==> config.mk <==
export PLATFORM = sky130hd
export DESIGN_NAME = decode_stage
export DESIGN_NICKNAME = d
export VERILOG_FILES = /design/src/rtl/decode_stage.sv
export SDC_FILE = /design/constraint.sdc
export NUM_CORES = 1
export LEC_CHECK = 0
export ABC_AREA = 1
export BUFFER_PORTS_ARGS = -buffer_cell sky130_fd_sc_hd__buf_2
export CORE_ASPECT_RATIO = 0.8
export CORE_MARGIN = 1
export CORE_UTILIZATION = 50
export CTS_CLUSTER_SIZE = 14
export DETAILED_ROUTE_END_ITERATION = 7
export PLACE_DENSITY = 0.68
export SLEW_MARGIN = 20
export SYNTH_ARGS = -nofsm -noshare
export SYNTH_HDL_FRONTEND = slang
export SYNTH_SLANG_ARGS = --single-unit
==> constraint.sdc <==
create_clock -name clk -period 16.5 [get_ports clk]
set_clock_uncertainty 0.15 [all_clocks]
set_input_delay 4.95 -clock clk [delete_from_list [all_inputs] [get_ports clk]]
set_output_delay 4.95 -clock clk [all_outputs]
set_load 0.01 [all_outputs]
==> src/rtl/decode_stage.sv <==
// RV32I decode stage: combinational multi-lane decode into a two-entry
// (main + skid) output buffer with ready/valid handshakes on both sides.
package decode_pkg;
  typedef enum logic [4:0] {
    F_IL, F_ADD, F_SUB, F_SLL, F_SLT, F_SLTU, F_XOR, F_SRL, F_SRA, F_OR, F_AND,
    F_LB, F_LH, F_LW, F_LBU, F_LHU, F_SB, F_SH, F_SW,
    F_BEQ, F_BNE, F_BLT, F_BGE, F_BLTU, F_BGEU, F_JAL, F_JALR, F_LUI, F_AUIPC
  } func_t;

  typedef enum logic [2:0] {
    CLS_ILLEGAL, CLS_ALU, CLS_LOAD, CLS_STORE, CLS_BRANCH, CLS_JUMP
  } class_t;

  typedef struct packed {
    logic       used;
    logic [4:0] sel;
  } reg_field_t;

  typedef struct packed {
    func_t      func;
    class_t     cls;
    reg_field_t rs1;
    reg_field_t rs2;
    reg_field_t rd;
    logic       has_imm;
    logic       uses_pc;
    logic [31:0] imm;
  } decode_instruction_t;
endpackage

module decode_stage #(
  parameter int WIDTH  = 32,
  parameter int LANES  = 2,
  parameter int STRICT = 1
) (
  input  logic                                    clk,
  input  logic                                    rst,
  input  logic                                    flush,
  input  logic                                    in_valid,
  output logic                                    in_ready,
  input  logic [LANES*WIDTH-1:0]                  in_inst,
  input  logic [LANES-1:0]                        in_lane_valid,
  input  logic [WIDTH-1:0]                        in_pc,
  output logic                                    out_valid,
  input  logic                                    out_ready,
  output decode_pkg::decode_instruction_t [LANES-1:0] out_inst,
  output logic [LANES-1:0]                        out_lane_valid,
  output logic [LANES*WIDTH-1:0]                  out_pc,
  output logic [LANES-1:0]                        out_illegal
);
  import decode_pkg::*;

  localparam bit STRICT_EN = (STRICT != 0);

  typedef enum logic [1:0] {S_EMPTY, S_ONE, S_TWO} state_t;

  function automatic decode_instruction_t decode_one(input logic [31:0] ins);
    decode_instruction_t d;
    logic [2:0] f3;
    logic [6:0] f7;
    logic bad;
    logic signed [31:0] imm_i, imm_s, imm_b, imm_j, imm_u;
    d = '0;
    bad = 1'b0;
    f3 = ins[14:12];
    f7 = ins[31:25];
    imm_i = {{20{ins[31]}}, ins[31:20]};
    imm_s = {{20{ins[31]}}, ins[31:25], ins[11:7]};
    imm_b = {{19{ins[31]}}, ins[31], ins[7], ins[30:25], ins[11:8], 1'b0};
    imm_j = {{11{ins[31]}}, ins[31], ins[19:12], ins[20], ins[30:21], 1'b0};
    imm_u = {ins[31:12], 12'd0};
    d.rs1.sel = ins[19:15];
    d.rs2.sel = ins[24:20];
    d.rd.sel  = ins[11:7];
    case (ins[6:0])
      7'h13: begin
        d.cls = CLS_ALU; d.rs1.used = 1'b1; d.rd.used = 1'b1; d.has_imm = 1'b1; d.imm = imm_i;
        case (f3)
          3'd0: d.func = F_ADD;
          3'd1: begin d.func = F_SLL; bad = STRICT_EN && (f7 != 7'h00); end
          3'd2: d.func = F_SLT;
          3'd3: d.func = F_SLTU;
          3'd4: d.func = F_XOR;
          3'd5: begin
            // Shift-immediate carries only the shamt; funct7 is consumed as the SRA select
            d.func = ins[30] ? F_SRA : F_SRL;
            d.imm  = {27'd0, ins[24:20]};
            bad = STRICT_EN && (f7 != 7'h00) && (f7 != 7'h20);
          end
          3'd6: d.func = F_OR;
          default: d.func = F_AND;
        endcase
      end
      7'h33: begin
        d.cls = CLS_ALU; d.rs1.used = 1'b1; d.rs2.used = 1'b1; d.rd.used = 1'b1;
        bad = STRICT_EN && (((f7 != 7'h00) && (f7 != 7'h20)) ||
                            ((f7 == 7'h20) && (f3 != 3'd0) && (f3 != 3'd5)));
        case (f3)
          3'd0: d.func = ins[30] ? F_SUB : F_ADD;
          3'd1: d.func = F_SLL;
          3'd2: d.func = F_SLT;
          3'd3: d.func = F_SLTU;
          3'd4: d.func = F_XOR;
          3'd5: d.func = ins[30] ? F_SRA : F_SRL;
          3'd6: d.func = F_OR;
          default: d.func = F_AND;
        endcase
      end
      7'h03: begin
        d.cls = CLS_LOAD; d.rs1.used = 1'b1; d.rd.used = 1'b1; d.has_imm = 1'b1; d.imm = imm_i;
        case (f3)
          3'd0: d.func = F_LB;
          3'd1: d.func = F_LH;
          3'd2: d.func = F_LW;
          3'd4: d.func = F_LBU;
          3'd5: d.func = F_LHU;
          default: begin d.func = F_LW; bad = STRICT_EN; end
        endcase
      end
      7'h23: begin
        d.cls = CLS_STORE; d.rs1.used = 1'b1; d.rs2.used = 1'b1; d.has_imm = 1'b1; d.imm = imm_s;
        case (f3)
          3'd0: d.func = F_SB;
          3'd1: d.func = F_SH;
          3'd2: d.func = F_SW;
          default: begin d.func = F_SW; bad = STRICT_EN; end
        endcase
      end
      7'h63: begin
        d.cls = CLS_BRANCH; d.rs1.used = 1'b1; d.rs2.used = 1'b1; d.has_imm = 1'b1;
        d.uses_pc = 1'b1; d.imm = imm_b;
        case (f3)
          3'd0: d.func = F_BEQ;
          3'd1: d.func = F_BNE;
          3'd4: d.func = F_BLT;
          3'd5: d.func = F_BGE;
          3'd6: d.func = F_BLTU;
          3'd7: d.func = F_BGEU;
          default: begin d.func = F_BEQ; bad = STRICT_EN; end
        endcase
      end
      7'h6F: begin
        d.cls = CLS_JUMP; d.func = F_JAL; d.rd.used = 1'b1; d.has_imm = 1'b1;
        d.uses_pc = 1'b1; d.imm = imm_j;
      end
      7'h67: begin
        d.cls = CLS_JUMP; d.func = F_JALR; d.rs1.used = 1'b1; d.rd.used = 1'b1;
        d.has_imm = 1'b1; d.uses_pc = 1'b1; d.imm = imm_i;
        bad = STRICT_EN && (f3 != 3'd0);
      end
      7'h37: begin
        d.cls = CLS_ALU; d.func = F_LUI; d.rd.used = 1'b1; d.has_imm = 1'b1; d.imm = imm_u;
      end
      7'h17: begin
        d.cls = CLS_ALU; d.func = F_AUIPC; d.rd.used = 1'b1; d.has_imm = 1'b1;
        d.uses_pc = 1'b1; d.imm = imm_u;
      end
      default: bad = 1'b1;
    endcase
    if (!d.rs1.used) d.rs1.sel = '0;
    if (!d.rs2.used) d.rs2.sel = '0;
    if (!d.rd.used)  d.rd.sel  = '0;
    d.rd.used = d.rd.used && (d.rd.sel != 5'd0);
    if (bad) d = '0;
    return d;
  endfunction

  // Stage p0: raw per-lane decode, then truncation after the first illegal lane
  decode_instruction_t [LANES-1:0] raw_p0, dec_p0;
  logic [LANES-1:0]                lv_p0, il_p0;
  logic [LANES*WIDTH-1:0]          pc_p0;

  for (genvar g = 0; g < LANES; g++) begin : g_lane
    assign raw_p0[g] = decode_one(in_inst[g*WIDTH +: 32]);
  end

  always_comb begin
    logic cut;
    cut    = 1'b0;
    dec_p0 = '0;
    lv_p0  = '0;
    il_p0  = '0;
    pc_p0  = '0;
    for (int i = 0; i < LANES; i++) begin
      pc_p0[i*WIDTH +: WIDTH] = in_pc + WIDTH'(4 * i);
      if (in_lane_valid[i] && !cut) begin
        dec_p0[i] = raw_p0[i];
        lv_p0[i]  = 1'b1;
        il_p0[i]  = (raw_p0[i].cls == CLS_ILLEGAL);
        cut       = il_p0[i];
      end
    end
  end

  // Stage p1: head (oldest) and skid entries
  state_t                          state;
  logic                            ready_q, vld_p1;
  decode_instruction_t [LANES-1:0] head_inst_p1, skid_inst_p1;
  logic [LANES-1:0]                head_lv_p1, skid_lv_p1, head_il_p1, skid_il_p1;
  logic [LANES*WIDTH-1:0]          head_pc_p1, skid_pc_p1;
  logic                            accept, retire;

  assign accept = in_valid & ready_q;
  assign retire = vld_p1 & out_ready;

  always_ff @(posedge clk or posedge rst) begin
    if (rst) begin
      state        <= S_EMPTY;
      ready_q      <= 1'b0;
      vld_p1       <= 1'b0;
      head_inst_p1 <= '0;
      skid_inst_p1 <= '0;
      head_lv_p1   <= '0;
      skid_lv_p1   <= '0;
      head_il_p1   <= '0;
      skid_il_p1   <= '0;
      head_pc_p1   <= '0;
      skid_pc_p1   <= '0;
    end else if (flush) begin
      state   <= S_EMPTY;
      ready_q <= 1'b1;
      vld_p1  <= 1'b0;
    end else begin
      case (state)
        S_EMPTY: begin
          ready_q <= 1'b1;
          if (accept) begin
            head_inst_p1 <= dec_p0; head_lv_p1 <= lv_p0; head_il_p1 <= il_p0; head_pc_p1 <= pc_p0;
            state  <= S_ONE;
            vld_p1 <= 1'b1;
          end
        end
        S_ONE: begin
          if (accept && retire) begin
            head_inst_p1 <= dec_p0; head_lv_p1 <= lv_p0; head_il_p1 <= il_p0; head_pc_p1 <= pc_p0;
          end else if (accept) begin
            skid_inst_p1 <= dec_p0; skid_lv_p1 <= lv_p0; skid_il_p1 <= il_p0; skid_pc_p1 <= pc_p0;
            state   <= S_TWO;
            ready_q <= 1'b0;
          end else if (retire) begin
            state  <= S_EMPTY;
            vld_p1 <= 1'b0;
          end
        end
        default: begin
          if (retire) begin
            head_inst_p1 <= skid_inst_p1; head_lv_p1 <= skid_lv_p1;
            head_il_p1   <= skid_il_p1;   head_pc_p1 <= skid_pc_p1;
            state   <= S_ONE;
            ready_q <= 1'b1;
          end
        end
      endcase
    end
  end

  assign in_ready       = ready_q;
  assign out_valid      = vld_p1;
  assign out_inst       = head_inst_p1;
  assign out_pc         = head_pc_p1;
  assign out_lane_valid = head_lv_p1 & {LANES{vld_p1}};
  assign out_illegal    = head_il_p1 & {LANES{vld_p1}};
endmodule

# Yosys cells after proc, flatten, opt, wreduce, memory -nomap -nowiden
# Cells that the tools add are included.
[word_totals] word_cells=249 input_bits=103 register_bits=380 output_inout_bits=190
[op_classes] add_sub_neg=1 n_reduce_logical=54 bitwise=6 eq_ne=47 n_mux=88
[ops] cell="$pmux W32 S6" n=2
[ops] cell="$mux W120" n=3
[ops] cell="$mux W60" n=4
[ops] cell="$pmux W120 S2" n=1
[ops] cell="$mux W64" n=3
[ops] cell="$pmux W8 S9" n=2
[ops] cell="$pmux W64 S2" n=1
[ops] cell="$pmux W4 S7" n=4
[ops] cell="$mux W32" n=2
[ops] cell="$eq A7 B6 Y1 const B" n=8
[ops] cell="$eq A7 B7 Y1 const B" n=6
[ops] cell="$pmux W4 S5" n=2
[ops] cell="$add A32 B3 Y32 const B" n=1
[ops] cell="$mux W5" n=6
[ops] cell="$mux W1" n=29
[ops] cell="$eq A7 B5 Y1 const B" n=4
[ops] cell="$mux W2" n=14
[ops] cell="$eq A3 B3 Y1 const B" n=8
[ops] cell="$pmux W3 S4" n=2
[ops] cell="$reduce_or A6 Y1" n=4
[ops] cell="$ne A3 B3 Y1 const B" n=7
[ops] cell="$pmux W2 S2" n=5
[ops] cell="$reduce_or A3 Y1" n=6
[ops] cell="$reduce_or A8 Y1" n=2
[ops] cell="29 further kinds" n=70

# Logic depth before layout (Yosys ltp)
[depth] word_depth=14 depth_mapped=15 depth_no_buf=14

# Worst setup path after synthesis
# Ideal clock, no wire load.
[synth_path] path_kind="input port to flip-flop" start="in in_inst[1]" end="reg head_inst_p1, in the netlist out_inst[96]" path_stages=14 setup_ps=66 arrival_time_ps=6369 slack_ps=9916 required_ps=16284 path_buffers=1 path_cell_list="nand2_1 -> inv_2 -> nand2_2 -> inv_2 -> nand3_1 -> nand3_1 -> nor2_1 -> nand3_4 -> a21boi_4 -> buf_6 -> nand2_2 -> nand2_1 -> nand2_1 -> nand2_1"
[synth_between] elab_chain_len=11 elab_cells_between_ends=21 cone_classes="eq/ne (9); mux (8); reduce/logical (4)"
[synth_rtl] element="start: declaration" line_no="41" rtl="input logic [LANES*WIDTH-1:0] in_inst,"
[synth_rtl] element="$eq A7 B5 Y1, or another cell as far along" line_no="75" rtl="case (ins[6:0])"
[synth_rtl] element="$reduce_or A3 Y1 (no line)"
[synth_rtl] element="$pmux W1 S7" line_no="75"
[synth_rtl] element="$mux W60 (*)" line_no="164" rtl="if (bad) d = '0;"
[synth_rtl] element="$logic_not A3 Y1 (*)" line_no="189" rtl="il_p0[i] = (raw_p0[i].cls == CLS_ILLEGAL);"
[synth_rtl] element="$mux W1 (*)" line_no="186" rtl="if (in_lane_valid[i] && !cut) begin"
[synth_rtl] element="$logic_not A1 Y1 (*)" line_no="186"
[synth_rtl] element="$logic_and A1 B1 Y1 (*)" line_no="186"
[synth_rtl] element="$mux W60 (*)" line_no="186"
[synth_rtl] element="$mux W120, on equally long branches" line_no="234, 227"
[synth_rtl] element="$pmux W120 S2 (*)" line_no="224" rtl="case (state)"
[synth_rtl] element="end signal: assignment" line_no="228" rtl="head_inst_p1 <= dec_p0; head_lv_p1 <= lv_p0; head_il_p1 <= il_p0; head_pc_p1 <= pc_p0;"
[synth_rtl] element="end signal: assignment" line_no="235" rtl="head_inst_p1 <= dec_p0; head_lv_p1 <= lv_p0; head_il_p1 <= il_p0; head_pc_p1 <= pc_p0;"
[synth_rtl] element="end signal: assignment" line_no="247" rtl="head_inst_p1 <= skid_inst_p1; head_lv_p1 <= skid_lv_p1;"
[synth_rtl] element="end: declaration" line_no="198" rtl="decode_instruction_t [LANES-1:0] head_inst_p1, skid_inst_p1;"
# Every way passes the cells marked *; elsewhere a longest branch is shown, timed or not. The select of a mux whose other input is x is not followed.
# A chain may end at the register's enable or synchronous reset.

# Worst setup path in the final report
[layout_path] start="in in_inst[38]" end="reg head_inst_p1, in the netlist out_inst[97]"
[layout_between] elab_chain_len=8 elab_cells_between_ends=19 cone_classes="eq/ne (9); mux (8); reduce/logical (2)"
[layout_rtl] element="$eq A7 B5 Y1, or another cell as far along" line_no="75"
[layout_rtl] element="$reduce_or A7 Y1 (no line)"
[layout_rtl] element="$mux W1" line_no="75"
[layout_rtl] element="$mux W5" line_no="162" rtl="if (!d.rd.used) d.rd.sel = '0;"
[layout_rtl] element="$mux W60 (*)" line_no="164"
[layout_rtl] element="$mux W60 (*)" line_no="186"
[layout_rtl] element="$mux W120, on equally long branches" line_no="234, 227"
[layout_rtl] element="$pmux W120 S2 (*)" line_no="224"
# Marked as above.

==> impl_results.md <==
* Slew @ Worst Pin at 1.30 ns
* Net Count, Synth at approximately 2,700
* Vias/cell at 5.51
* Final core occ at between 50% and 60%
* FF-to-FF setup slack at 12.52 ns
* Static Leak at 12.2 nW
* CTS Buf Count at 40
* Worst path arrival time at 8.19 ns
* DRT iter0 DRCs at between 1,500 and 2,000
* Sequential area share after synthesis at 49.0%
* Filler Cell Count at about 3,600
* Crit path from: in_inst[38]
* Startpoint types: primary input
* Die W at between 200 and 250 um
* Worst reg2reg startpoint: state[1]
* Crit end category: register
* Slew Limit Fails at 0
* Worst path required time at 16.83 ns
* Final setup vio count at 0
* Final WL at 59,100 um
* GR Overflow Total at 0
* GP Congestion at ~1
* Most frequent cells after synthesis: nand2_1, nor2_1, dfrtp_1
* Setup TNS at 0 ns
* Post-synth EDFFs at 0
* TritonCTS clock tree: done
* # resized after CTS at 0
* Final ANT Viol Nets at 0
* Library cells used by synthesis at 38
* CORE AREA at 0.0374 mm2
* Relative slew slack at 13.5%
* Fmax at 127 MHz
* Final WS setup at 8.64 ns
* Max Cap Viol at 0
* Primary FF master, synth: dfrtp_1
* Worst slack, placed at 8.11 ns
* P&R area growth vs syn at 15.2%
* Fraction of layout cells with a size suffix above 1 at between 10% and 20%
* Row count at 63
* Root Driver: clkbuf_16
* Hold Path Origin: out_inst[6]
* Yosys top cell by area: dfrtp_1
* Status: finished, final reports clean
* Tmin final at 7.86 ns
* Skew-Pair Late Insertion Delay at 0.55 ns
* Clk slew on worst S/H paths at roughly 0.060 ns
* Worst VDD drop at 91.4 uV
* H-tree levels at 2
* FF+latch count, synth at 376
* Setup bufs post-CTS at 0
* Fin crit share at a little under half
* Cell count after synthesis at 2,641
* Bufs on Longest Clock Path at 3
* Final hold vios at 0
* Async SR Flop Fraction at 100%
* Layout Nets at just under 3,000
* First-pass GRT wire length at a little over 90,000 um
* Initial Util at a little over 50%
* Yosys top cell area share at 49.0%
* Num ports at about 300
* Max FO, Critical Path at 33
* Remaining DRCs at 0
* Most common cell on crit path: nand2_1
* Ys Warns at 0
* WL per Instance at between 15 and 20 um
* Count leader, synth: nand2_1
* Port-buffer cells at 292
* Cells along the critical path: buf_2, inv_1, nand3_1, nor2_1, nor2_1, nand3_1, nand4_2, nor3_1, nand2_2, nand2_1, nand2_1, nand2_1
* Total GRT Usage at roughly 30%
* Largest net degree at the start of global routing at 234
* Setup repair after global routing missed its margin: false
* Worst hold path class: register to register
* Initial antenna violation count at 0
* Num Clock Sinks at 376
* Synth area leaders: dfrtp_1, nand2_1, nor2_1
* Fin Hold WS at 0.321 ns
* Syn Area/Cell at just over 7 um2
* Syn Std Cell Area at around 0.019 mm2
* Slowest stage cell, crit path: nand4_2
* ANT cells at 0
* Crit path largest cell delay at 0.83 ns
* Die area at 0.0392 mm2
* Vias in the first global route at between 15,000 and 20,000
* First-pass iteration count of the detailed router at 6
* PD cells at about 160 mW/mm2
* Die H at 177 um
* Crit path kind: primary input to register
* Final HPWL DP at roughly 40,000 um
* Hold buffers post-CTS at 0
* Via count at between 15,000 and 20,000
## layout make-up
class                           count  area (um2)  share of cell area, %
Clock inverter                     16         223                   1.01
Timing Repair Buffer              304        1580                   7.13
Multi-Input combinational cell   1980        8630                   39.0
Tap cell                          487         609                   2.75
Clock buffer                       56        1170                   5.31
Inverter                          128         498                   2.25
Sequential cell                   376        9410                   42.5
## registers in the layout, indices dropped and copies added (netlist names), 2 cells and up
name	flops
out_inst	120
skid_inst_p1	120
out_pc	62
skid_pc_p1	62
head_il_p1	2
head_lv_p1	2
skid_il_p1	2
skid_lv_p1	2
state	2
## metrics by stage
step | total power, mW | cell area [um2] | std cells
2_1_floorplan | 2.09 | 19200 | 2641
4_1_cts | 3.50 | 22100 | 3347
3_3_place_gp | 2.50 | 20700 | 3275
3_5_place_dp | 2.53 | 20700 | 3275
5_1_grt | 3.70 | 22100 | 3347
6_report | 3.48 | 22100 | 3347
## placed cells by master (no fill, tap or decap), types with 15 or more instances in the layout
cell type	netlist	layout
o21ai_1	54	54
o21ai_0	177	177
inv_1	119	116
o211ai_1	17	17
xor2_1	18	18
nor3_1	19	19
nand2_1	953	951
a31oi_1	44	44
a21oi_1	93	93
nand4_1	43	43
nor2_1	378	378
clkbuf_16	0	42
nand3_1	132	132
dfrtp_1	376	375
nand2_2	15	15
buf_2	33	292
## power by group
part	switching, mW	internal (mW)
registers	0.180	1.22
clock network	0.386	0.576
logic	0.727	0.389
## path summary, 6_finish.rpt
kind	endpoint	depth (start not counted)
worst max-delay path	out_inst[97]	12
worst min-delay path	out_inst[6]	2
worst max register to register	out_inst[100]	11
worst min register to register	out_inst[6]	2
max in group asynchronous	out_inst[100]	3
min in group asynchronous	skid_inst_p1[111]	2
## routing by layer
layer	vias up	global-route usage (%)	share of wire, %
li1	8832	-	-
met1	8813	44.3	46
met2	698	45.6	44
met3	102	4.75	7.5
met4	0	8.60	2.5
met5	-	0	0
## worst max-delay path, delay by kind of cell
kind / cells / cell delay, ns
simple gates: 10 / 3.01
buf+inv: 2 / 0.23
## cells by family after synthesis
| logic type | after synthesis | share of synthesized area (%) |
|---|---|---|
| and+or+nand+nor | 1561 | 32.8 |
| xor gates and xnor gates | 18 | 0.821 |
| DFF | 376 | 49.0 |
| adders and majority gates | 1 | 0.0652 |
| buffers and inverters | 285 | 6.10 |
| AOI/OAI and AO/OA | 400 | 11.2 |
No activity file was read; power rests on OpenSTA's default activity.
